File: src/rtl/dcache_controller.sv
`default_nettype none
// ============================================================================
// Module      : dcache_controller
// Description : Direct-mapped, write-back, write-allocate data cache with
//               8 lines of 4 bytes, sitting between an 8-bit CPU data port
//               and a 32-bit-block memory.
// Revision    : 1.0 - initial release
// ============================================================================
module dcache_controller (
    input  logic        CLK,
    input  logic        RESET,
    input  logic        READ,
    input  logic        WRITE,
    input  logic [7:0]  ADDRESS,
    input  logic [7:0]  WRITEDATA,
    output logic [7:0]  READDATA,
    output logic        BUSYWAIT,
    output logic        MEM_READ,
    output logic        MEM_WRITE,
    output logic [5:0]  MEM_ADDRESS,
    output logic [31:0] MEM_WRITEDATA,
    input  logic [31:0] MEM_READDATA,
    input  logic        MEM_BUSYWAIT
);

    typedef enum logic [1:0] {
        S_IDLE      = 2'd0,
        S_WRITEBACK = 2'd1,
        S_FETCH     = 2'd2
    } state_t;

    state_t      r_state;
    state_t      w_next_state;

    logic [7:0]  r_valid;
    logic [7:0]  r_dirty;
    logic [2:0]  r_tag  [8];
    logic [31:0] r_data [8];

    logic [2:0]  w_index;
    logic [2:0]  w_tag;
    logic [4:0]  w_bit_ofs;
    logic        w_req;
    logic        w_hit;
    logic        w_wr_hit;
    logic        w_fill;
    logic [31:0] w_line;
    logic [31:0] w_wr_line;

    assign w_index   = ADDRESS[4:2];
    assign w_tag     = ADDRESS[7:5];
    assign w_bit_ofs = {ADDRESS[1:0], 3'b000};
    assign w_req     = READ | WRITE;
    assign w_line    = r_data[w_index];
    assign w_hit     = w_req & r_valid[w_index] & (r_tag[w_index] == w_tag);

    // WRITE wins when both request lines are high.
    assign w_wr_hit  = (r_state == S_IDLE) & w_hit & WRITE;
    assign w_fill    = (r_state == S_FETCH) & ~MEM_BUSYWAIT;

    assign READDATA  = w_line[w_bit_ofs +: 8];
    assign BUSYWAIT  = w_req & ~((r_state == S_IDLE) & w_hit);

    always_comb begin
        w_wr_line = w_line;
        w_wr_line[w_bit_ofs +: 8] = WRITEDATA;
    end

    always_ff @(posedge CLK) begin
        if (RESET) begin
            r_state <= S_IDLE;
        end else begin
            r_state <= w_next_state;
        end
    end

    always_comb begin
        w_next_state  = r_state;
        MEM_READ      = 1'b0;
        MEM_WRITE     = 1'b0;
        MEM_ADDRESS   = 6'd0;
        MEM_WRITEDATA = 32'd0;
        case (r_state)
            S_IDLE: begin
                if (w_req && !w_hit) begin
                    w_next_state = r_dirty[w_index] ? S_WRITEBACK : S_FETCH;
                end
            end
            S_WRITEBACK: begin
                MEM_WRITE     = 1'b1;
                MEM_ADDRESS   = {r_tag[w_index], w_index};
                MEM_WRITEDATA = w_line;
                if (!MEM_BUSYWAIT) begin
                    w_next_state = S_FETCH;
                end
            end
            S_FETCH: begin
                MEM_READ    = 1'b1;
                MEM_ADDRESS = {w_tag, w_index};
                if (!MEM_BUSYWAIT) begin
                    w_next_state = S_IDLE;
                end
            end
            default: begin
                w_next_state = S_IDLE;
            end
        endcase
    end

    // Line storage: a fill and a write hit can never coincide (different states).
    always_ff @(posedge CLK) begin
        if (RESET) begin
            r_valid <= 8'd0;
            r_dirty <= 8'd0;
            for (int i = 0; i < 8; i++) begin
                r_tag[i]  <= 3'd0;
                r_data[i] <= 32'd0;
            end
        end else if (w_fill) begin
            r_data[w_index]  <= MEM_READDATA;
            r_tag[w_index]   <= w_tag;
            r_valid[w_index] <= 1'b1;
            r_dirty[w_index] <= 1'b0;
        end else if (w_wr_hit) begin
            r_data[w_index]  <= w_wr_line;
            r_dirty[w_index] <= 1'b1;
        end
    end

endmodule
`default_nettype wire

File: config.mk
export PLATFORM = sky130hd
export DESIGN_NAME = dcache_controller
export DESIGN_NICKNAME = d
export VERILOG_FILES = /design/src/rtl/dcache_controller.sv
export SDC_FILE = /design/constraint.sdc
export NUM_CORES = 1
export LEC_CHECK = 0
export BUFFER_PORTS_ARGS = -buffer_cell sky130_fd_sc_hd__buf_2
export CORE_ASPECT_RATIO = 1.2
export CORE_MARGIN = 1.5
export CORE_UTILIZATION = 50
export CTS_BUF_LIST = sky130_fd_sc_hd__clkbuf_4 sky130_fd_sc_hd__clkbuf_8
export CTS_CLUSTER_DIAMETER = 80
export CTS_CLUSTER_SIZE = 20
export DETAILED_ROUTE_END_ITERATION = 16
export PLACE_DENSITY = 0.78
export REMOVE_ABC_BUFFERS = 1
export SLEW_MARGIN = 25
export SYNTH_ARGS = -nofsm -noshare
export SYNTH_HDL_FRONTEND = slang
export SYNTH_SLANG_ARGS = --single-unit
File: constraint.sdc
create_clock -name CLK -period 7.6 [get_ports CLK]
set_input_delay 1.9 -clock CLK [delete_from_list [all_inputs] [get_ports CLK]]
set_output_delay 1.9 -clock CLK [all_outputs]
set_load 0.05 [all_outputs]
Word level (Yosys, flattened, before mapping). Memories as Yosys holds them, arrays and structs flattened. Cells that the tools add are included.

Add/subtract/negate cells: 1. $lt $le $gt $ge: 2. Eq/ne operators: 6. Shifts and indexed selects: 3. Multiplexer cells: 34. Bitwise operators: 14. Reduce and logical (&&, ||, !) cells: 8.

Operators with widths (number): 32-bit 2-to-1 mux (3); 32-bit bitwise mux (1); 32-bit OR reduction (1); 8-bit by 7-bit variable shift with 32-bit output (first input constant) (1); 32-bit by 6-bit indexed part select with 8-bit output (1); 8-bit by 7-bit indexed part select with 32-bit output (1); 1-bit 2-to-1 mux (16); 8-bit 2-to-1 mux (2); 8-bit OR (2); 6-bit case mux with 2 select lines (1); 3-bit 2-to-1 mux (3); 8-bit bitwise AND (1); 2-bit 2-to-1 mux (4); 8-bit inverter (1); 5-bit negator with 7-bit output (1); 1-bit bitwise AND (6); 1-bit binary-select mux with 3-bit select (2); 2-bit case mux with 3 select lines (1); 3-bit by 4-bit less-than comparator with 1-bit output (second input constant) (1); 2-bit inequality test (second input constant) (2); 1-bit demux with 3-bit select (1); 3-bit equality test (1); 3-bit by 1-bit >= comparator with 1-bit output (second input constant) (1); 3-bit AND reduction (1); 10 further kinds (13).

Register bits: 18. Bits in writable memories: 280. Input port bits: 53. Output and inout bits: 49. Memories kept: 2.

Memories: r_data (words 8, bits a word 32, rd ports 1, clocked after Yosys merged registers in 0, wr ports 8, line 38) `logic [31:0] r_data [8];`; r_tag (words 8, bits a word 3, rd ports 1, clocked after Yosys merged registers in 0, wr ports 8, line 37) `logic [2:0] r_tag [8];`.

Logic depth before layout (Yosys ltp).
Depth in word-level cells: 13. Depth in mapped cells: 11.

Least setup slack after synthesis. OpenSTA, ideal clock, no wires.

Path type: input to output. Start: input port ADDRESS[2]. End: output port READDATA[5]. Data arrival time: 4401 ps. Setup slack: 1299 ps. Cell stages on the path: 9. Path through: buf_2 -> buf_2 -> inv_1 -> clkbuf_1 -> clkbuf_1 -> a211oi_1 -> nor2_1 -> a21oi_1 -> o21ai_0.

Longest elaborated chain between the ends: 2.

RTL lines: from (decl) (line 14) `input logic [7:0] ADDRESS,`; memory read 8 x 32 bit; 32-bit by 6-bit indexed part select with 8-bit output (line 61) `assign READDATA = w_line[w_bit_ofs +: 8];`; to (decl) (line 16) `output logic [7:0] READDATA,`.

Every way passes these cells.

Worst setup path in the final report.
Start: input port ADDRESS[3]. End: output port READDATA[4].

Same word-level chain as after synthesis.

==> flow_summary.toml <==
[layout]
antenna_cells = 0
final_cell_area_sq_um = 15700
layout.cells.non_filler = 1677
register_area_sq_um = 8770
multi_input_area_sq_um = 5140
finish.utilization = 0.559
fill_cells = 2354
syn2layout_area_growth_pct = 9.71
drive_gt1_frac = 0.182
layout.nets = 1347

[global_route]
grt_antenna_before_repair = 0
grt_max_degree = 65
grt-ovfl-total = 0
grt_usage = 0.291
first_global_vias = 10600
grt_pass1_wl_um = 63000

[critical_path]
worstReg2RegEnd = "r_data[2][17]$_SDFFCE_PN0P_"
crit_type = "primary input to output port"
critPathLaunch = "ADDRESS[3]"
required_ns = 5.70
end_kind = "output port"
worstReg2RegStart = "r_tag[1][1]$_SDFFCE_PN0P_"
crit_fanout = 26
critPathLaunchType = "primary input"
crit_path_end = "READDATA[4]"
r2r_slack_ns = 3.96
worstRegToRegCells = 9
cp.arrival_ns = 4.79

[routing]
wl_um = 42500
vias = 10700
dr.pass1.iters = 6
drc_errors = 0
drt-vias-per-instance = 6.39
drtAntennaViolNets = 0
post_drt_wl_per_cell_um = 25.3
drt-initial-drc-count = 1406

[clocking]
worstSkewPairLatency_ns = 0.58
clkTransAtPathRegs_ns = 0.12
clockRootBuffer = "clkbuf_8"
holdBufCountCts = 0
ctsResizeCount = 0
cts_tree = "yes"
post_cts_buffers = 0
htreeDepth = 1
cts_buffer_depth = 3
numCtsBuffers = 18
clock_sinks = 298

[timing]
setup_tns_ns = 0
finalCritPeriodShare = 0.881
slew_headroom = 0.241
rsz0062_at_grt = "false"
fin_crit_ns = 6.69
skew_ns = 0.0412
finalHoldViolations = 0
finalSetupViolCount = 0
maxSlewViolCount = 0
max_freq_mhz = 149
tightest_slew_ns = 1.13

[power_and_ir_drop]
power_frac_seq = 0.590
combPwrFrac = 0.166
internal-power_w = 0.00234
finalPower_w = 0.00324
p_leak_nw = 5.52
irDropWorstVdd_mv = 0.104
powerDensity_nw_per_um2 = 207
switching_power_w = 0.000904
swShare = 0.279
clockPowerShare = 0.245

[synth]
synth_cell_types = 51
avgSynthCellArea_sq_um = 11.8
synth_edf_count = 280
synth_top_area_share = 0.589
synth_area_sq_um = 14300
yosys-top-cells-area = "edfxtp_1, nor2_1, mux4_2, mux2i_1, dfxtp_1"
synth-async-reset-ratio = 0
ys_seq_area_frac = 0.614
synth_top_flop_cell = "edfxtp_1"
synth_top_area_cell = "edfxtp_1"
ys_warn_count = 0
netlist_instances = 1209
synth.ff_latch_count = 298

[place]
io_buffer_count = 101
dp.final_hpwl_um = 26600
dp.cells = 1645
postPlaceCellArea_sq_um = 15300
place_congestion = 0.909

[min_path]
min_path_type = "flip-flop to flip-flop"

[floorplan]
io-pin-count = 102
core_area_sq_um = 28000
rows = 67
die_h_um = 188
start_util = 0.510
die_w_um = 157
dieArea_sq_um = 29600

[job]
drv_cap = 0

[run_status]
status = "complete, no violations"
## flip-flops by register name, summed over array words and instances (netlist names), named ones only
register,flops
r_data,256
r_tag,24
r_valid,8
r_state,2
## power by group through the flow
stage          sequential [W]  clock [W]  combinational (W)
6_report              0.00191   0.000793           0.000537
4_1_cts               0.00191   0.000788           0.000525
2_1_floorplan         0.00194          0           0.000308
3_5_place_dp          0.00195          0           0.000524
5_1_grt               0.00192   0.000840           0.000558
3_3_place_gp          0.00194          0           0.000519
## worst min path at each step
stage               from        end  slack (ns)  cells after the start
2_1_floorplan  flip-flop  flip-flop        0.42                      2
3_5_place_dp   flip-flop  flip-flop        0.44                      2
5_1_grt        flip-flop  flip-flop        0.50                      2
4_1_cts        flip-flop  flip-flop        0.47                      2
3_3_place_gp   flip-flop  flip-flop        0.43                      2
6_report       flip-flop  flip-flop        0.48                      2
## cells in the final DEF, fill, tap and decap left out, types with 10 or more instances in the layout
cell / synthesis / routed
a21oi_1: 35 / 26
a22o_1: 21 / 21
a31oi_1: 33 / 33
and2_1: 49 / 49
buf_2: 22 / 100
buf_4: 3 / 37
clkbuf_4: 0 / 12
clkbuf_8: 0 / 19
dfxtp_1: 18 / 18
edfxtp_1: 280 / 280
inv_1: 30 / 29
mux2_2: 13 / 13
mux2i_1: 50 / 50
mux4_2: 39 / 39
nand2_1: 68 / 68
nand2b_1: 10 / 10
nor2_1: 335 / 335
o21ai_0: 33 / 33
o22ai_1: 12 / 12
## worst max-delay path, cell delays in order
cell      delay [ns]
buf_2           0.54
buf_4           0.42
buf_4           0.33
mux4_2          0.54
mux2i_1         0.23
nand2_1         0.09
o211ai_1        0.24
o21ai_0         0.20
buf_2           0.25
## metrics by stage
stage	hold WS (ns)	worst slack (ns)
after floorplan	0.419	1.06
after global placement	0.433	1.05
after detailed placement	0.444	1.02
after CTS	0.473	1.01
after global routing	0.501	0.845
final	0.476	0.907
## final cells by class
type                       instances  area share
clock buffer                      31      0.0225
multi-input combinational        799       0.328
clock inverter                     1    0.000559
inverter                          31     0.00743
timing repair buffer             138      0.0510
sequential                       298       0.560
tap                              379      0.0303
## per-layer routing
| metal | wire (um) | part of all wire | GRT usage | vias to the layer above |
|---|---|---|---|---|
| met1 | 14400 | 0.34 | 0.366 | 5186 |
| met5 | 0 | 0 | 0 | - |
| li1 | - | - | - | 4527 |
| met3 | 5150 | 0.12 | 0.0504 | 172 |
| met2 | 20500 | 0.48 | 0.476 | 830 |
| met4 | 2470 | 0.058 | 0.159 | 0 |
## cells in the mapped netlist, drive strengths merged, types with 9 or more instances
cell type	count
o22ai	12
nand2	68
a21oi	35
a31oi	34
nor2	335
a22oi	9
o221ai	9
nand2b	10
inv	30
edfxtp	280
o21ai	33
and2	50
a22o	21
mux4	39
dfxtp	18
mux2	13
mux2i	50
buf	30
clkbuf	51
## logic make-up (layout without fill, tap and decap cells)
| family | count (synthesis) | after routing | synth area share |
|---|---|---|---|
| simple gates | 497 | 497 | 0.149 |
| compound gates | 192 | 192 | 0.0900 |
| buf+inv | 112 | 201 | 0.0327 |
| flops | 298 | 298 | 0.614 |
| fa+ha+maj | 8 | 8 | 0.00701 |
| mux | 102 | 102 | 0.107 |
(Power assumes the default switching activity.)
